==> src/rtl/fetch_unit.sv <==
`default_nettype none
// ============================================================================
// Module   : fetch_unit
// Purpose  : PC sequencer with IDLE/RUN/HALT control, single-step support,
//            branch/halt decode and a saturating retired-instruction counter.
// Revision : 1.0 - initial release
// ============================================================================
module fetch_unit #(
    parameter int                ADDR_W   = 5,
    parameter logic [ADDR_W-1:0] RESET_PC = '0,
    parameter int                CNT_W    = 8
) (
    input  logic              clk,
    input  logic              reset,
    input  logic              start,
    input  logic              step_mode,
    input  logic              step,
    input  logic [15:0]       instr,
    input  logic              branch_eq,
    output logic [ADDR_W-1:0] pc,
    output logic              exec_en,
    output logic              halted,
    output logic [1:0]        state,
    output logic [CNT_W-1:0]  retired
);

    typedef enum logic [1:0] {
        S_IDLE = 2'b00,
        S_RUN  = 2'b01,
        S_HALT = 2'b10,
        S_BAD  = 2'b11
    } t_state;

    localparam logic [2:0]        c_OP_BRANCH = 3'b101;
    localparam logic [2:0]        c_OP_HALT   = 3'b111;
    localparam logic [CNT_W-1:0]  c_CNT_MAX   = '1;
    localparam logic [CNT_W-1:0]  c_CNT_ONE   = {{(CNT_W-1){1'b0}}, 1'b1};
    localparam logic [ADDR_W-1:0] c_PC_ONE    = {{(ADDR_W-1){1'b0}}, 1'b1};

    t_state             r_state;
    logic [ADDR_W-1:0]  r_pc;
    logic [CNT_W-1:0]   r_retired;
    logic               r_halted;

    t_state             w_state_nxt;
    logic [ADDR_W-1:0]  w_pc_nxt;
    logic [CNT_W-1:0]   w_retired_nxt;
    logic [2:0]         w_opcode;
    logic               w_advance;
    logic               w_is_halt;
    logic               w_take_branch;
    logic               w_exec_en;
    logic [ADDR_W-1:0]  w_target;
    logic               w_unused;

    // Operand fields are consumed by the datapath, not by the sequencer.
    assign w_unused = ^instr[7:0];

    assign w_opcode      = instr[15:13];
    assign w_advance     = ~step_mode | step;
    assign w_is_halt     = (w_opcode == c_OP_HALT);
    assign w_take_branch = (w_opcode == c_OP_BRANCH) & branch_eq;
    assign w_target      = ADDR_W'(instr[12:8]);
    assign w_exec_en     = (r_state == S_RUN) & w_advance & ~w_is_halt;

    always_comb begin
        w_state_nxt   = r_state;
        w_pc_nxt      = r_pc;
        w_retired_nxt = r_retired;
        case (r_state)
            S_IDLE, S_HALT: begin
                if (start) begin
                    w_state_nxt   = S_RUN;
                    w_pc_nxt      = RESET_PC;
                    w_retired_nxt = '0;
                end
            end
            S_RUN: begin
                if (w_advance && w_is_halt) begin
                    // The halt itself is not a committed instruction.
                    w_state_nxt = S_HALT;
                end else if (w_exec_en) begin
                    w_pc_nxt = w_take_branch ? w_target : (r_pc + c_PC_ONE);
                    if (r_retired != c_CNT_MAX) begin
                        w_retired_nxt = r_retired + c_CNT_ONE;
                    end
                end
            end
            S_BAD: begin
                w_state_nxt = S_IDLE;
            end
        endcase
    end

    always_ff @(posedge clk or posedge reset) begin
        if (reset) begin
            r_state   <= S_IDLE;
            r_pc      <= RESET_PC;
            r_retired <= '0;
            r_halted  <= 1'b0;
        end else begin
            r_state   <= w_state_nxt;
            r_pc      <= w_pc_nxt;
            r_retired <= w_retired_nxt;
            r_halted  <= (w_state_nxt == S_HALT);
        end
    end

    assign pc      = r_pc;
    assign exec_en = w_exec_en;
    assign halted  = r_halted;
    assign state   = r_state;
    assign retired = r_retired;

endmodule
`default_nettype wire

==> config.mk <==
export PLATFORM = sky130hd
export DESIGN_NAME = fetch_unit
export DESIGN_NICKNAME = d
export VERILOG_FILES = /design/src/rtl/fetch_unit.sv
export SDC_FILE = /design/constraint.sdc
export NUM_CORES = 1
export LEC_CHECK = 0
export CORE_MARGIN = 2
export CORE_UTILIZATION = 44
export CTS_BUF_LIST = sky130_fd_sc_hd__clkbuf_16
export DETAILED_ROUTE_END_ITERATION = 12
export PLACE_DENSITY = 0.92
export SLEW_MARGIN = 20
export SYNTH_ARGS = -nofsm -noshare
export SYNTH_HDL_FRONTEND = slang
export SYNTH_SLANG_ARGS = --single-unit
==> constraint.sdc <==
create_clock -name clk -period 3.7 [get_ports clk]
set_input_delay 0.37 -clock clk [delete_from_list [all_inputs] [get_ports clk]]
set_output_delay 0.37 -clock clk [all_outputs]
set_load 0.03 [all_outputs]
; Word level (Yosys, flattened, before mapping)
; Cells that the tools add are included.
; W data, S select, Z words.
[op_classes]
n_addsub = 2
n_eq_ne = 11
mux = 13
bitwise = 6
n_reduce_logical = 6
[op_table]
columns = op, n
row1 = $mux W8, 4
row2 = $mux W5, 4
row3 = $pmux W8 S2, 1
row4 = $pmux W5 S2, 1
row5 = $add A8 B1 Y8 const B, 1
row6 = $ne A8 B8 Y1 const B, 1
row7 = $eq A2 B2 Y1 const B, 3
row8 = $eq A3 B3 Y1 const B, 2
row9 = $ne A2 B2 Y1 const B, 3
row10 = $pmux W2 S3, 1
row11 = $add A5 B1 Y5 const B, 1
row12 = $reduce_and A5 Y1, 1
row13 = $mux W2, 2
row14 = $reduce_and A4 Y1, 1
row15 = $and A1 B1 Y1, 3
row16 = $eq A2 B1 Y1 const B, 1
row17 = $logic_not A2 Y1, 1
row18 = $ne A2 B1 Y1 const B, 1
row19 = $not A1 Y1, 2
row20 = $reduce_bool A2 Y1, 1
row21 = $reduce_or A2 Y1, 1
row22 = $logic_and A1 B1 Y1, 1
row23 = $or A1 B1 Y1, 1
[totals]
ff_bits = 16
in_bits = 22
output_inout_bits = 17
word_cells = 42

; Longest topological paths before layout
[depth]
word_depth = 7
depth_mapped = 6
mapped_depth_nobuf = 5

; Least setup slack after synthesis
; No wires, ideal clock.
[synth_timing]
path_type = reg-to-output
from = register r_state[1], in the netlist state[1]
to = output exec_en
t_arrival_ps = 1460
required_time_ps = 3330
setup_slack_ps = 1870
stages_incl_launch_ff = 5
path_buffers = 1
path_cell_list = dfrtp_1 > nand2b_4 > or3_1 > buf_2 > inv_1
[synth_between]
elab_chain_len = 3
[synth_rtl]
columns = element, line_no
row1 = start: declaration, 40  ; t_state r_state;
row2 = start signal: assignment, 102  ; r_state <= w_state_nxt;
row3 = $eq A2 B1 Y1, 64  ; assign w_exec_en = (r_state == S_RUN) & w_advance & ~w_is_halt;
row4 = $and A1 B1 Y1 (2 in a row), 64
row5 = end: declaration, 21  ; output logic exec_en,
; Every way passes these cells.

; Final worst setup path
[layout_timing]
from = input instr[15]
to = output exec_en
[layout_between]
elab_chain_len = 3
[layout_rtl]
columns = element, line_no
row1 = start: declaration, 18  ; input logic [15:0] instr,
row2 = $eq A3 B3 Y1, 61  ; assign w_is_halt = (w_opcode == c_OP_HALT);
row3 = $not A1 Y1, 64
row4 = $and A1 B1 Y1, 64
; Every way passes these cells.

==> flow_summary_export.csv <==
group,metric,value,unit
synth,netlist_instances,96,
placement,dp_hpwl,1660,microns
sta,drv_slew,0,
global_routing,grt_max_degree,17,
power_and_ir_drop,cellPowerDensity,732,nW/um^2
setup_path,reg2reg_from,"retired[0]",
route,wl_per_cell,14.3,microns
placement,placed_area,1220,sq um
route,vias,883,
power_and_ir_drop,max-vdd-ir-drop,0.000347,V
layout,fin_nets,152,
sta,finalCriticalPeriod,2770,ps
clock_network,ctsResizeCount,0,
setup_path,r2r_cells,5,
synth,synth.avg_cell_area,9.33,sq um
layout,final_cell_area,1300,sq um
setup_path,startpoint_type,"primary input",
flow_run,drv_cap,0,
clock_network,clk_latency,250,ps
synth,syn_area,896,sq um
synth,yosysTopAreaCell,"dfrtp_1",
power_and_ir_drop,p_leak,0.533,nW
placement,io_buffers,30,
layout,synthToLayoutAreaGrowth,44.7,%
synth,synth.area.top_cells,"dfrtp_1, a21oi_1, o21ai_0",
synth,seq_area_frac_synth,44.7,%
die,chipWidth,49.1,microns
layout,nFillCells,160,
clock_network,cts_root_buffer,"clkbuf_16",
die,boundaryPins,39,
route,drt_iter0_drc,13,
die,dieArea,2410,sq um
power_and_ir_drop,power,0.000949,W
clock_network,cts_buffer_depth,2,
route,drt_pass1_iterations,4,
synth,synth_seq_cells,16,
clock_network,cts_buffers,3,
layout,antennaDiodeCount,0,
clock_network,htreeDepth,1,
clock_network,tritoncts,"done",
sta,fmax,0.361,GHz
sta,skew,1.07,ps
sta,hold_violations,0,
setup_path,crit_fanout,9,
min_path,hp-class,"primary input to asynchronous set/reset pin",
die,start_util,46.1,%
setup_path,rrSetupSlack,1960,ps
synth,ys_types,34,
layout,final_core_util,66.8,%
layout,final_common_cell,"clkdlybuf4s50_1",
die,coreArea,1940,sq um
placement,gp_congestion,0.849,
sta,max_slew_margin,58.8,%
sta,rsz0062_at_grt,"false",
global_routing,grt_overflow_total,0,
die,die_y,49.1,microns
route,drc,0,
setup_path,timing.critical_path.to_type,"primary output",
setup_path,r2r_end,"retired[1]",
layout,drive_above_1_share,4.72,%
setup_path,crit_type,"primary input to primary output",
sta,setup_tns,0,ps
clock_network,post_cts_buffers,0,
synth,synth_top_area_share,44.7,%
global_routing,grt_pass1_vias,876,
setup_path,cp.arrival,2400,ps
route,totalWireLength,2200,microns
global_routing,antenna_found_initial,0,
global_routing,track_usage,20.2,%
setup_path,crit_required,3330,ps
sta,period_share,74.9,%
synth,syn-num-nets,120,
layout,mostFrequentLayoutCells,"clkdlybuf4s50_1, dfrtp_1, a21oi_1",
global_routing,grt_pass1_wl,3770,microns
sta,worst_pin_slew,617,ps
route,ant_nets,0,
clock_network,clkSinkCount,16,
clock_network,clk_pin_slew,50,ps
sta,setup_viol,0,
die,rows,16,
synth,ys_warn_count,0,
route,avgViaCountPerCell,5.73,
clock_network,cts_hold_buf,0,
run_status,outcome,"complete, no violations",
cell usage after synthesis (all sizes together):
cell type / n
o31a: 1
nor3: 3
ha: 2
and3: 3
dfrtp: 16
nor2: 3
o211ai: 1
o2bb2ai: 1
nor4: 1
buf: 1
a21oi: 10
nor2b: 3
clkbuf: 2
nand2: 6
or3: 2
and2: 1
and4b: 1
nand4: 2
a22o: 2
a31oi: 3
inv: 4
nor3b: 1
mux2i: 1
a41oi: 2
a32o: 1
o31ai: 4
nand3: 6
o22ai: 2
o21ai: 7
a21o: 2
nand2b: 2
logic make-up after synthesis:
| logic type | Yosys count | share of synthesized area (%) |
|---|---|---|
| flops | 16 | 44.7 |
| buf+inv | 7 | 3.07 |
| simple gates | 34 | 21.9 |
| compound gates | 36 | 26.4 |
| fa+ha+maj | 2 | 2.79 |
| mux | 1 | 1.12 |
sequential cells by signal, summed over array words and instances (netlist names):
register  cells
pc            5
state         2
halted        1
retired       8
stage by stage:
| step | setup WS [ps] | hold slack [ps] | cells |
|---|---|---|---|
| CTS | 923 | 515 | 154 |
| detailed placement | 918 | 540 | 150 |
| floorplan | 1870 | 284 | 96 |
| global placement | 964 | 527 | 150 |
| global route | 821 | 563 | 154 |
| finish | 927 | 494 | 154 |
report_power, final:
part / internal (W) / switching, W / total [W]
clock network: 0.000144 / 0.0000696 / 0.000213
registers: 0.000222 / 0.0000726 / 0.000295
logic: 0.000188 / 0.000253 / 0.000441
metal layers:
layer	up-vias	track usage, %	share of wire (%)
met5	-	0	0
met4	0	8.57	1.4
met3	3	2.45	4.1
met2	24	36.0	51
met1	427	24.2	43
li1	429	-	-
cell type report:
class | count | area, sq um | area share (%)
inverter | 4 | 15.0 | 1.16
clock buffer | 3 | 75.1 | 5.79
timing repair buffer | 30 | 300 | 23.2
multi-input combinational | 73 | 468 | 36.1
sequential | 16 | 400 | 30.9
tap | 27 | 33.8 | 2.61
clock inverter | 1 | 3.75 | 0.290
worst max-delay path by stage:
| stage | startpoint | end | slack (ps) | depth (start not counted) |
|---|---|---|---|---|
| 2_1_floorplan | state[1] | exec_en | 1870 | 4 |
| 3_3_place_gp | instr[15] | exec_en | 960 | 5 |
| 3_5_place_dp | instr[15] | exec_en | 920 | 5 |
| 4_1_cts | instr[15] | exec_en | 920 | 5 |
| 5_1_grt | instr[15] | exec_en | 820 | 5 |
| 6_report | instr[15] | exec_en | 930 | 5 |
critical path, stage by stage:
cell and delay [ps]:
clkdlybuf4s50_1 410, and3_4 200, or3_1 510, inv_1 200, clkdlybuf4s50_1 700
No activity file was read; power rests on OpenSTA's default activity.
